**src/rtl/vga_pkg.sv**
```systemverilog
// VGA 640x480@60 timing constants, coordinate type and decode helper.
// Shared by the timing generator and the renderers (H_DISPLAY/V_DISPLAY).
package vga_pkg;

  localparam int COORD_W = 10;

  localparam int CLK_DIV = 4;

  localparam int H_DISPLAY = 640;
  localparam int H_FRONT   = 16;
  localparam int H_SYNC    = 96;
  localparam int H_BACK    = 48;

  localparam int V_DISPLAY = 480;
  localparam int V_FRONT   = 10;
  localparam int V_SYNC    = 2;
  localparam int V_BACK    = 33;

  localparam int H_TOTAL =
    H_DISPLAY + H_FRONT + H_SYNC + H_BACK;
  localparam int V_TOTAL =
    V_DISPLAY + V_FRONT + V_SYNC + V_BACK;

  localparam int H_SYNC_START = H_DISPLAY + H_FRONT;
  localparam int H_SYNC_END   = H_SYNC_START + H_SYNC - 1;
  localparam int V_SYNC_START = V_DISPLAY + V_FRONT;
  localparam int V_SYNC_END   = V_SYNC_START + V_SYNC - 1;

  typedef logic [COORD_W-1:0] coord_t;

  typedef struct packed {
    logic video_on;
    logic hsync;
    logic vsync;
    logic frame_start;
  } raster_ctl_t;

  function automatic logic in_span(
    input coord_t v,
    input coord_t lo,
    input coord_t hi
  );
    return (v >= lo) && (v <= hi);
  endfunction

endpackage

```
**src/rtl/vga_timing_gen_pixel_tick_gen.sv**
```systemverilog
// Pixel-rate enable: one-clk pixel_tick every CLK_DIV system clocks.
// Ports: clk, rst_n (async, active-low) -> pixel_tick.
module pixel_tick_gen #(
  parameter int CLK_DIV = 4
) (
  input  logic clk,
  input  logic rst_n,
  output logic pixel_tick
);

  localparam int DIV_W =
    (CLK_DIV > 1) ? $clog2(CLK_DIV) : 1;
  localparam logic [DIV_W-1:0] DIV_LAST =
    DIV_W'(CLK_DIV - 1);

  logic [DIV_W-1:0] div_cnt;
  logic [DIV_W-1:0] div_nxt;

  always_comb begin
    div_nxt = div_cnt + DIV_W'(1);
    if (div_cnt == DIV_LAST) begin
      div_nxt = '0;
    end
  end

  // pixel_tick is registered from the next count so it is
  // high exactly while div_cnt == CLK_DIV-1.
  always_ff @(posedge clk or negedge rst_n) begin
    if (!rst_n) begin
      div_cnt    <= '0;
      pixel_tick <= 1'b0;
    end else begin
      div_cnt    <= div_nxt;
      pixel_tick <= (div_nxt == DIV_LAST);
    end
  end

endmodule

```
**src/rtl/vga_timing_gen.sv**
```systemverilog
// VGA raster timing: x/y counters, video_on, hsync/vsync, frame_start.
// Optional VGA_FRAME_CNT_EN adds an 8-bit frame_cnt output.
module vga_timing_gen #(
  parameter int CLK_DIV   = vga_pkg::CLK_DIV,
  parameter int H_DISPLAY = vga_pkg::H_DISPLAY,
  parameter int H_FRONT   = vga_pkg::H_FRONT,
  parameter int H_SYNC    = vga_pkg::H_SYNC,
  parameter int H_BACK    = vga_pkg::H_BACK,
  parameter int V_DISPLAY = vga_pkg::V_DISPLAY,
  parameter int V_FRONT   = vga_pkg::V_FRONT,
  parameter int V_SYNC    = vga_pkg::V_SYNC,
  parameter int V_BACK    = vga_pkg::V_BACK
) (
  input  logic                        clk,
  input  logic                        rst_n,
  output logic                        pixel_tick,
  output logic [vga_pkg::COORD_W-1:0] x,
  output logic [vga_pkg::COORD_W-1:0] y,
  output logic                        video_on,
  output logic                        hsync,
  output logic                        vsync,
  output logic                        frame_start
`ifdef VGA_FRAME_CNT_EN
  ,
  output logic [7:0]                  frame_cnt
`endif
);

  import vga_pkg::*;

  localparam int HT =
    H_DISPLAY + H_FRONT + H_SYNC + H_BACK;
  localparam int VT =
    V_DISPLAY + V_FRONT + V_SYNC + V_BACK;

  localparam coord_t H_LAST = coord_t'(HT - 1);
  localparam coord_t V_LAST = coord_t'(VT - 1);
  localparam coord_t H_DISP = coord_t'(H_DISPLAY);
  localparam coord_t V_DISP = coord_t'(V_DISPLAY);

  localparam coord_t HS_LO =
    coord_t'(H_DISPLAY + H_FRONT);
  localparam coord_t HS_HI =
    coord_t'(H_DISPLAY + H_FRONT + H_SYNC - 1);
  localparam coord_t VS_LO =
    coord_t'(V_DISPLAY + V_FRONT);
  localparam coord_t VS_HI =
    coord_t'(V_DISPLAY + V_FRONT + V_SYNC - 1);

  pixel_tick_gen #(
    .CLK_DIV (CLK_DIV)
  ) u_tick (
    .clk        (clk),
    .rst_n      (rst_n),
    .pixel_tick (pixel_tick)
  );

  coord_t      x_nxt;
  coord_t      y_nxt;
  raster_ctl_t ctl_nxt;

  // Decode is taken from the next coordinates so that the
  // registered sync/blank flags land on the same edge as x/y.
  always_comb begin
    x_nxt   = x + coord_t'(1);
    y_nxt   = y;
    ctl_nxt = '0;
    if (x == H_LAST) begin
      x_nxt = '0;
      if (y == V_LAST) begin
        y_nxt = '0;
      end else begin
        y_nxt = y + coord_t'(1);
      end
    end
    ctl_nxt.video_on =
      (x_nxt < H_DISP) && (y_nxt < V_DISP);
    ctl_nxt.hsync =
      !in_span(x_nxt, HS_LO, HS_HI);
    ctl_nxt.vsync =
      !in_span(y_nxt, VS_LO, VS_HI);
    ctl_nxt.frame_start =
      (x_nxt == '0) && (y_nxt == '0);
  end

  // Reset parks the raster on its last position so the first
  // tick wraps straight into (0,0) and raises frame_start.
  always_ff @(posedge clk or negedge rst_n) begin
    if (!rst_n) begin
      x           <= H_LAST;
      y           <= V_LAST;
      video_on    <= 1'b0;
      hsync       <= 1'b1;
      vsync       <= 1'b1;
      frame_start <= 1'b0;
    end else begin
      frame_start <= 1'b0;
      if (pixel_tick) begin
        x           <= x_nxt;
        y           <= y_nxt;
        video_on    <= ctl_nxt.video_on;
        hsync       <= ctl_nxt.hsync;
        vsync       <= ctl_nxt.vsync;
        frame_start <= ctl_nxt.frame_start;
      end
    end
  end

`ifdef VGA_FRAME_CNT_EN
  always_ff @(posedge clk or negedge rst_n) begin
    if (!rst_n) begin
      frame_cnt <= 8'd0;
    end else if (frame_start) begin
      frame_cnt <= frame_cnt + 8'd1;
    end
  end
`endif

endmodule
```
**config.mk**
```make
export PLATFORM = sky130hd
export DESIGN_NAME = vga_timing_gen
export DESIGN_NICKNAME = d
export VERILOG_FILES = /design/src/rtl/vga_pkg.sv /design/src/rtl/vga_timing_gen_pixel_tick_gen.sv /design/src/rtl/vga_timing_gen.sv
export SDC_FILE = /design/constraint.sdc
export NUM_CORES = 1
export LEC_CHECK = 0
export BUFFER_PORTS_ARGS = -buffer_cell sky130_fd_sc_hd__buf_2
export CAP_MARGIN = 10
export CORE_MARGIN = 8
export CORE_UTILIZATION = 60
export CTS_CLUSTER_DIAMETER = 60
export DETAILED_ROUTE_END_ITERATION = 7
export GPL_TIMING_DRIVEN = 0
export PLACE_DENSITY = 0.9
export SLEW_MARGIN = 20
export SYNTH_ARGS = -nofsm -noshare
export SYNTH_HDL_FRONTEND = slang
export SYNTH_SLANG_ARGS = --single-unit
```
**constraint.sdc**
```tcl
create_clock -name clk -period 7.11 [get_ports clk]
set_input_delay 1.422 -clock clk [delete_from_list [all_inputs] [get_ports clk]]
set_output_delay 1.422 -clock clk [all_outputs]
set_load 0.01 [all_outputs]
```
==> results of run 1 <==
[worst max-delay path: cells and delay by family (launching register included)]
| kind | cells | cell delay, ns |
|---|---|---|
| and+or+nand+nor | 4 | 0.80 |
| adders and majority gates | 1 | 0.31 |
| DFF | 1 | 0.64 |
| AOI/OAI and AO/OA | 2 | 0.49 |
| buffers and inverters | 2 | 0.38 |
[power groups by stage]
| stage | Sequential (uW) | Clock (uW) | Combinational [uW] |
|---|---|---|---|
| CTS | 154 | 68.2 | 3.19 |
| global route | 154 | 73.9 | 3.68 |
| global placement | 157 | 0 | 3.13 |
| finish | 154 | 68.2 | 2.92 |
| detailed placement | 157 | 0 | 3.19 |
| floorplan | 157 | 0 | 0.000405 |
[cells in the mapped netlist (3+ instances only)]
| library cell | number |
|---|---|
| dfstp_2 | 12 |
| o21ai_0 | 10 |
| inv_1 | 9 |
| nor3_1 | 7 |
| buf_2 | 7 |
| dfrtp_1 | 15 |
| nand3_1 | 14 |
| o211ai_1 | 3 |
| xor2_1 | 5 |
| clkbuf_1 | 8 |
| nand4_1 | 8 |
| a21oi_1 | 7 |
| nand2_1 | 16 |
| a31oi_1 | 8 |
| and3_1 | 7 |
| o21ai_1 | 3 |
| xnor2_1 | 11 |
| o31ai_1 | 3 |
| nor2_1 | 17 |
| ha_1 | 7 |
[layout make-up]
class / instances / area [sq um]
inverter: 9 / 33.8
tap: 44 / 55.1
timing repair buffer: 26 / 130
fill: 262 / 903
sequential: 27 / 691
buffer: 19 / 98.8
clock buffer: 4 / 26.3
multi-input combinational: 168 / 1110
[flip-flops by register name, summed over array words and instances (netlist names)]
signal	cells
frame_start	1
hsync	1
u_tick.div_cnt	2
u_tick.pixel_tick	1
video_on	1
vsync	1
x	10
y	10
[cell families after synthesis]
logic type | count (synthesis) | share of synthesized area
and+or+nand+nor | 93 | 0.274
AOI/OAI and AO/OA | 48 | 0.161
xor gates and xnor gates | 16 | 0.0723
buffers and inverters | 28 | 0.0684
muxes | 4 | 0.0219
DFF | 27 | 0.356
adders and majority gates | 7 | 0.0452
[metal layers]
layer / share of wire / GRT usage
met5: 0 / 0
met4: 0.011 / 0.0578
met3: 0.091 / 0.0412
met2: 0.47 / 0.280
met1: 0.43 / 0.233
[worst max path at each step]
stage	end	slack, ns	cells after the start
final	vsync	4.43	9
after global routing	frame_start	4.29	9
after CTS	vsync	4.45	9
after detailed placement	vsync	4.51	9
after global placement	vsync	4.55	9
after floorplan	vsync	4.73	9
[through the flow]
step | area (sq um) | setup WS (ns)
floorplan | 1940 | 4.73
global placement | 2120 | 4.55
detailed placement | 2120 | 4.51
CTS | 2150 | 4.45
global route | 2150 | 4.29
finish | 2150 | 4.43
==> results by group, run 1 <==
Status
  • Status: finished clean

Logic synthesis
  • Sequential fraction of the synthesis area: 0.356
  • Avg Cell Area, Syn: 8.69 sq um
  • Area leader, netlist: dfrtp_1
  • Number of flops mapped to enable cells by yosys: 0
  • Distinct cells, synth: 50
  • Synth Instances: 223
  • Fraction of registers with async set/reset: 1.00
  • Ys Warns: 0
  • Share of the synthesized area in the top cell type: 0.194
  • FF+latch count, synth: 27
  • Cell Area, Synth: 0.00194 sq mm
  • Syn Nets: 232
  • Top_reg_cell synth: dfrtp_1
  • Largest cells by area after synthesis: dfrtp_1, dfstp_2, xnor2_1

Timing
  • Crit path time final: 2.68 ns
  • Slew margin rel.: 0.619
  • Final Setup Violations: 0
  • Final period utilization: 0.377
  • Max-slew violations: 0
  • Peak Freq: 0.373 GHz
  • Setup TNS: 0 ns
  • WHS: 0.467 ns
  • Clock skew: 0.00124 ns
  • Hold Vio Cnt, Final: 0
  • Actual slew at the worst max-slew pin: 0.572 ns
  • RSZ-0062 raised after global routing: false

Floorplanning
  • Initial Util: 0.635
  • Die footprint: 0.00530 sq mm
  • Io pins: 27
  • Core area: 0.00305 sq mm
  • Chip Width: 72.8 microns
  • Die Height: 72.8 microns
  • Floorplan row count: 20

Global route
  • GRT overflow: 0
  • Vias in the first global route: 1668
  • Initial antenna violation count: 0
  • Total GRT Usage: 0.178
  • First-pass GRT wire length: 7640 microns
  • Pin count of the biggest net entering global routing: 28

Placement
  • IO Port Bufs: 26
  • Placed cell count: 293
  • Hpwl dp: 3430 microns
  • Routability-driven placement congestion ratio: 0.931

Critical path
  • Critical R2R Capture: vsync
  • Crit Path Category: register to register
  • Max stage delay on crit path: 0.64 ns
  • Worst Path Arrival: 2.95 ns
  • Slowest cell on crit path: dfstp_2
  • Crit path launch type: register
  • Reg2Reg Depth: 9
  • CP startpoint: x[1]
  • Max FO, Critical Path: 10
  • Crit path cell chain: ha_1, and4_1, buf_2, nand3_2, buf_6, o21ai_1, nand3_1, or2_2, o32a_1
  • Reg2Reg Launch Point: x[1]
  • Setup crit end kind: register
  • Reg2reg setup slack: 4.43 ns
  • Worst Path Required: 7.38 ns

Clock tree
  • Clk root buf: clkbuf_4
  • Post_cts resized: 0
  • Post-CTS Setup Bufs: 0
  • Clock sink count: 27
  • CTS tree: yes
  • Total CTS buffers: 3
  • Worst skew pair latency: 0.32 ns
  • H-tree Lvls: 1
  • Clock Pin Slew Worst Setup and Hold Paths: 0.15 ns
  • Post-CTS Hold Fix Bufs: 0
  • CTS max path bufs: 2

Min path
  • Hold depth: 1
  • Worst hold start: u_tick.div_cnt[0]
  • Hold endpoint: u_tick.div_cnt[0]
  • Hold Crit Class: register to register

Final layout
  • ANT cells: 0
  • Final Non-Filler Cells: 297
  • Commonest non-fill, non-tap cell in the layout: buf_2
  • Layout cells sized above 1: 0.249
  • Final core utilization: 0.704
  • Area growth from synthesis to layout: 10.9%
  • Most frequent cells in the layout: buf_2, nor2_1, nand2_1
  • Nets: 263

Pwr
  • Tot Pwr: 225 uW
  • Largest vdd supply drop: 0.143 mV
  • Leak Pwr: 0.000872 uW
  • Switching share of power: 0.218
  • Sw power: 49.0 uW
  • Combinational power share: 0.013
  • Internal power: 176 uW
  • Reg power frac: 0.684
  • Clock power frac: 0.303
  • Cell Pwr Density: 105 mW/mm^2

Drt
  • 1st-pass router iterations: 4
  • Final WL: 4670 microns
  • Vias post-DR: 1800
  • DRC Markers: 0
  • Vias/cell: 6.06
  • Final ANT Viol Nets: 0
  • Wire length per cell: 15.7 microns
  • First DRT Iteration DRCs: 210

Flow run
  • Max-cap viol count: 0
Note: power is estimated with default switching activity, not from simulation.
==> run 2: changes to the inputs <==
--- a/config.mk
+++ b/config.mk
@@ -8,11 +8,11 @@
 export BUFFER_PORTS_ARGS = -buffer_cell sky130_fd_sc_hd__buf_2
 export CAP_MARGIN = 10
 export CORE_MARGIN = 8
-export CORE_UTILIZATION = 60
+export CORE_UTILIZATION = 52
 export CTS_CLUSTER_DIAMETER = 60
 export DETAILED_ROUTE_END_ITERATION = 7
 export GPL_TIMING_DRIVEN = 0
-export PLACE_DENSITY = 0.9
+export PLACE_DENSITY = 0.83
 export SLEW_MARGIN = 20
 export SYNTH_ARGS = -nofsm -noshare
 export SYNTH_HDL_FRONTEND = slang
==> constraint.sdc (replaced) <==
create_clock -name clk -period 2.2 [get_ports clk]
set_input_delay 0.44 -clock clk [delete_from_list [all_inputs] [get_ports clk]]
set_output_delay 0.44 -clock clk [all_outputs]
set_load 0.01 [all_outputs]
==> results by group, run 2 (synthesis results as in run 1) <==
Min path
  • Hold Crit Class: input pin to async pin

Final layout
  • Nets: 279
  • Final core utilization: 0.677
  • Largest regs: x x10, y x10, u_tick.div_cnt x2
  • ANT cells: 0
  • Area growth from synthesis to layout: 26.9%
  • Final Non-Filler Cells: 317
  • Commonest non-fill, non-tap cell in the layout: buf_2
  • Layout cells sized above 1: 0.361
  • Fillers: 281
  • Most frequent cells in the layout: buf_2, buf_4, nor2_1, nand2_1

Timing
  • Final Setup Violations: 2
  • Crit path time final: 2.23 ns
  • Actual slew at the worst max-slew pin: 0.599 ns
  • Hold Vio Cnt, Final: 0
  • Peak Freq: 0.448 GHz
  • Setup TNS: -0.0337 ns
  • Max-slew violations: 0
  • WHS: 0.161 ns
  • Final period utilization: 1.01
  • Slew margin rel.: 0.601
  • Clock skew: 0.00147 ns
  • Fin worst setup slack: -0.0313 ns
  • RSZ-0062 raised after global routing: true

Global route
  • GRT overflow: 0
  • Initial antenna violation count: 0
  • Vias in the first global route: 1746
  • First-pass GRT wire length: 8380 microns
  • Total GRT Usage: 0.166
  • Pin count of the biggest net entering global routing: 28

Floorplanning
  • Die Height: 77.1 microns
  • Floorplan row count: 22
  • Core area: 0.00363 sq mm
  • Initial Util: 0.533
  • Die footprint: 0.00594 sq mm
  • Chip Width: 77.1 microns
  • Io pins: 27

Flow run
  • Max-cap viol count: 0

Pwr
  • Leak Pwr: 0.00101 uW
  • Tot Pwr: 794 uW
  • Cell Pwr Density: 323 mW/mm^2
  • Largest vdd supply drop: 0.160 mV

Critical path
  • Reg2Reg Depth: 9
  • Setup crit end kind: register
  • Max FO, Critical Path: 8
  • WP buf/inv: 2
  • Slowest cell on crit path: dfrtp_1
  • Reg2Reg Launch Point: y[1]
  • Crit path launch type: register
  • Worst Path Required: 2.41 ns
  • Crit Path Category: register to register
  • Crit path cell chain: buf_6, inv_2, ha_2, nor3b_4, and4_4, or2_2, a31oi_1, or2_4, o32a_1
  • Critical R2R Capture: vsync
  • Worst Path Arrival: 2.44 ns
  • Crit-path leading delay family: simple AND/OR/NAND/NOR gates
  • Reg2reg setup slack: -0.03 ns
  • Max stage delay on crit path: 0.41 ns

Placement
  • IO Port Bufs: 26
  • Routability-driven placement congestion ratio: 0.908
  • Hpwl dp: 3510 microns
  • Placed cell count: 297

Status
  • Violated checks: setup timing
  • Status: finished with violations

Drt
  • Final ANT Viol Nets: 0
  • DRC Markers: 0
  • Final WL: 5720 microns
  • 1st-pass router iterations: 7
  • First DRT Iteration DRCs: 326
  • Wire length per cell: 18.1 microns
  • Vias/cell: 6.42
  • Vias post-DR: 2035

Clock tree
  • Clock sink count: 27
  • CTS tree: yes
  • Total CTS buffers: 3
  • Clock Pin Slew Worst Setup and Hold Paths: 0.09 ns
  • H-tree Lvls: 1
  • Clk root buf: clkbuf_8
  • CTS max path bufs: 2
  • Worst skew pair latency: 0.27 ns
  • Post-CTS Hold Fix Bufs: 0
-- run 2: changes by cell type in the layout (fill, tap and decap cells not counted), sizes merged --
cell	change
buf	+17
clkbuf	-1
-- run 2: how the worst max path moves through the flow --
stage	depth (start not counted)	to	start
5_1_grt	8	frame_start	y[0]
2_1_floorplan	9	vsync	x[1]
6_report	9	vsync	y[1]
3_5_place_dp	9	vsync	y[1]
4_1_cts	9	vsync	x[0]
3_3_place_gp	9	vsync	y[1]
-- run 2: what timing repair did --
| item | in CTS | in global routing |
|---|---|---|
| setup endpoints to repair | 3 | 5 |
| setup buffers | 7 | 13 |
| gates resized for setup | 6 | 26 |
| pin swaps | 2 | 14 |
| cloned | 0 | 0 |
-- run 2: report_power, final --
group          switching, uW  internal, uW  total [uW]
clock network            157           130         287
logic                   9.25         0.636        9.89
registers                  0           497         497
total                    166           628         794
-- run 2: stage by stage --
| step | setup slack, ns | instance area, sq um |
|---|---|---|
| 2_1_floorplan | 0.0110 | 1980 |
| 3_3_place_gp | -0.142 | 2170 |
| 3_5_place_dp | -0.201 | 2170 |
| 4_1_cts | 0.00498 | 2260 |
| 5_1_grt | -0.163 | 2460 |
| 6_report | -0.0313 | 2460 |
-- run 2: final cells by class --
type | count | area, sq um | share of cell area
clock buffers | 4 | 45.0 | 0.0183
inverters | 9 | 33.8 | 0.0137
plain buffers | 15 | 101 | 0.0412
flip-flops and latches | 27 | 693 | 0.282
multi-input cells | 168 | 1240 | 0.505
repair buffers | 46 | 284 | 0.115
well taps | 48 | 60.1 | 0.0244
-- run 2: worst reg2reg max path: cells and delay by family, from the launching register on --
family	cells	cell delay, ns
AOI/OAI and AO/OA	2	0.45
adders and majority gates	1	0.18
buffers and inverters	2	0.21
DFF	1	0.41
and+or+nand+nor	4	0.91
-- run 2: per-layer routing --
metal	part of all wire	vias to the layer above	GRT usage
met1	0.41	988	0.224
met2	0.47	126	0.260
li1	-	903	-
met4	0.022	0	0.0623
met5	0	-	0
met3	0.091	18	0.0268
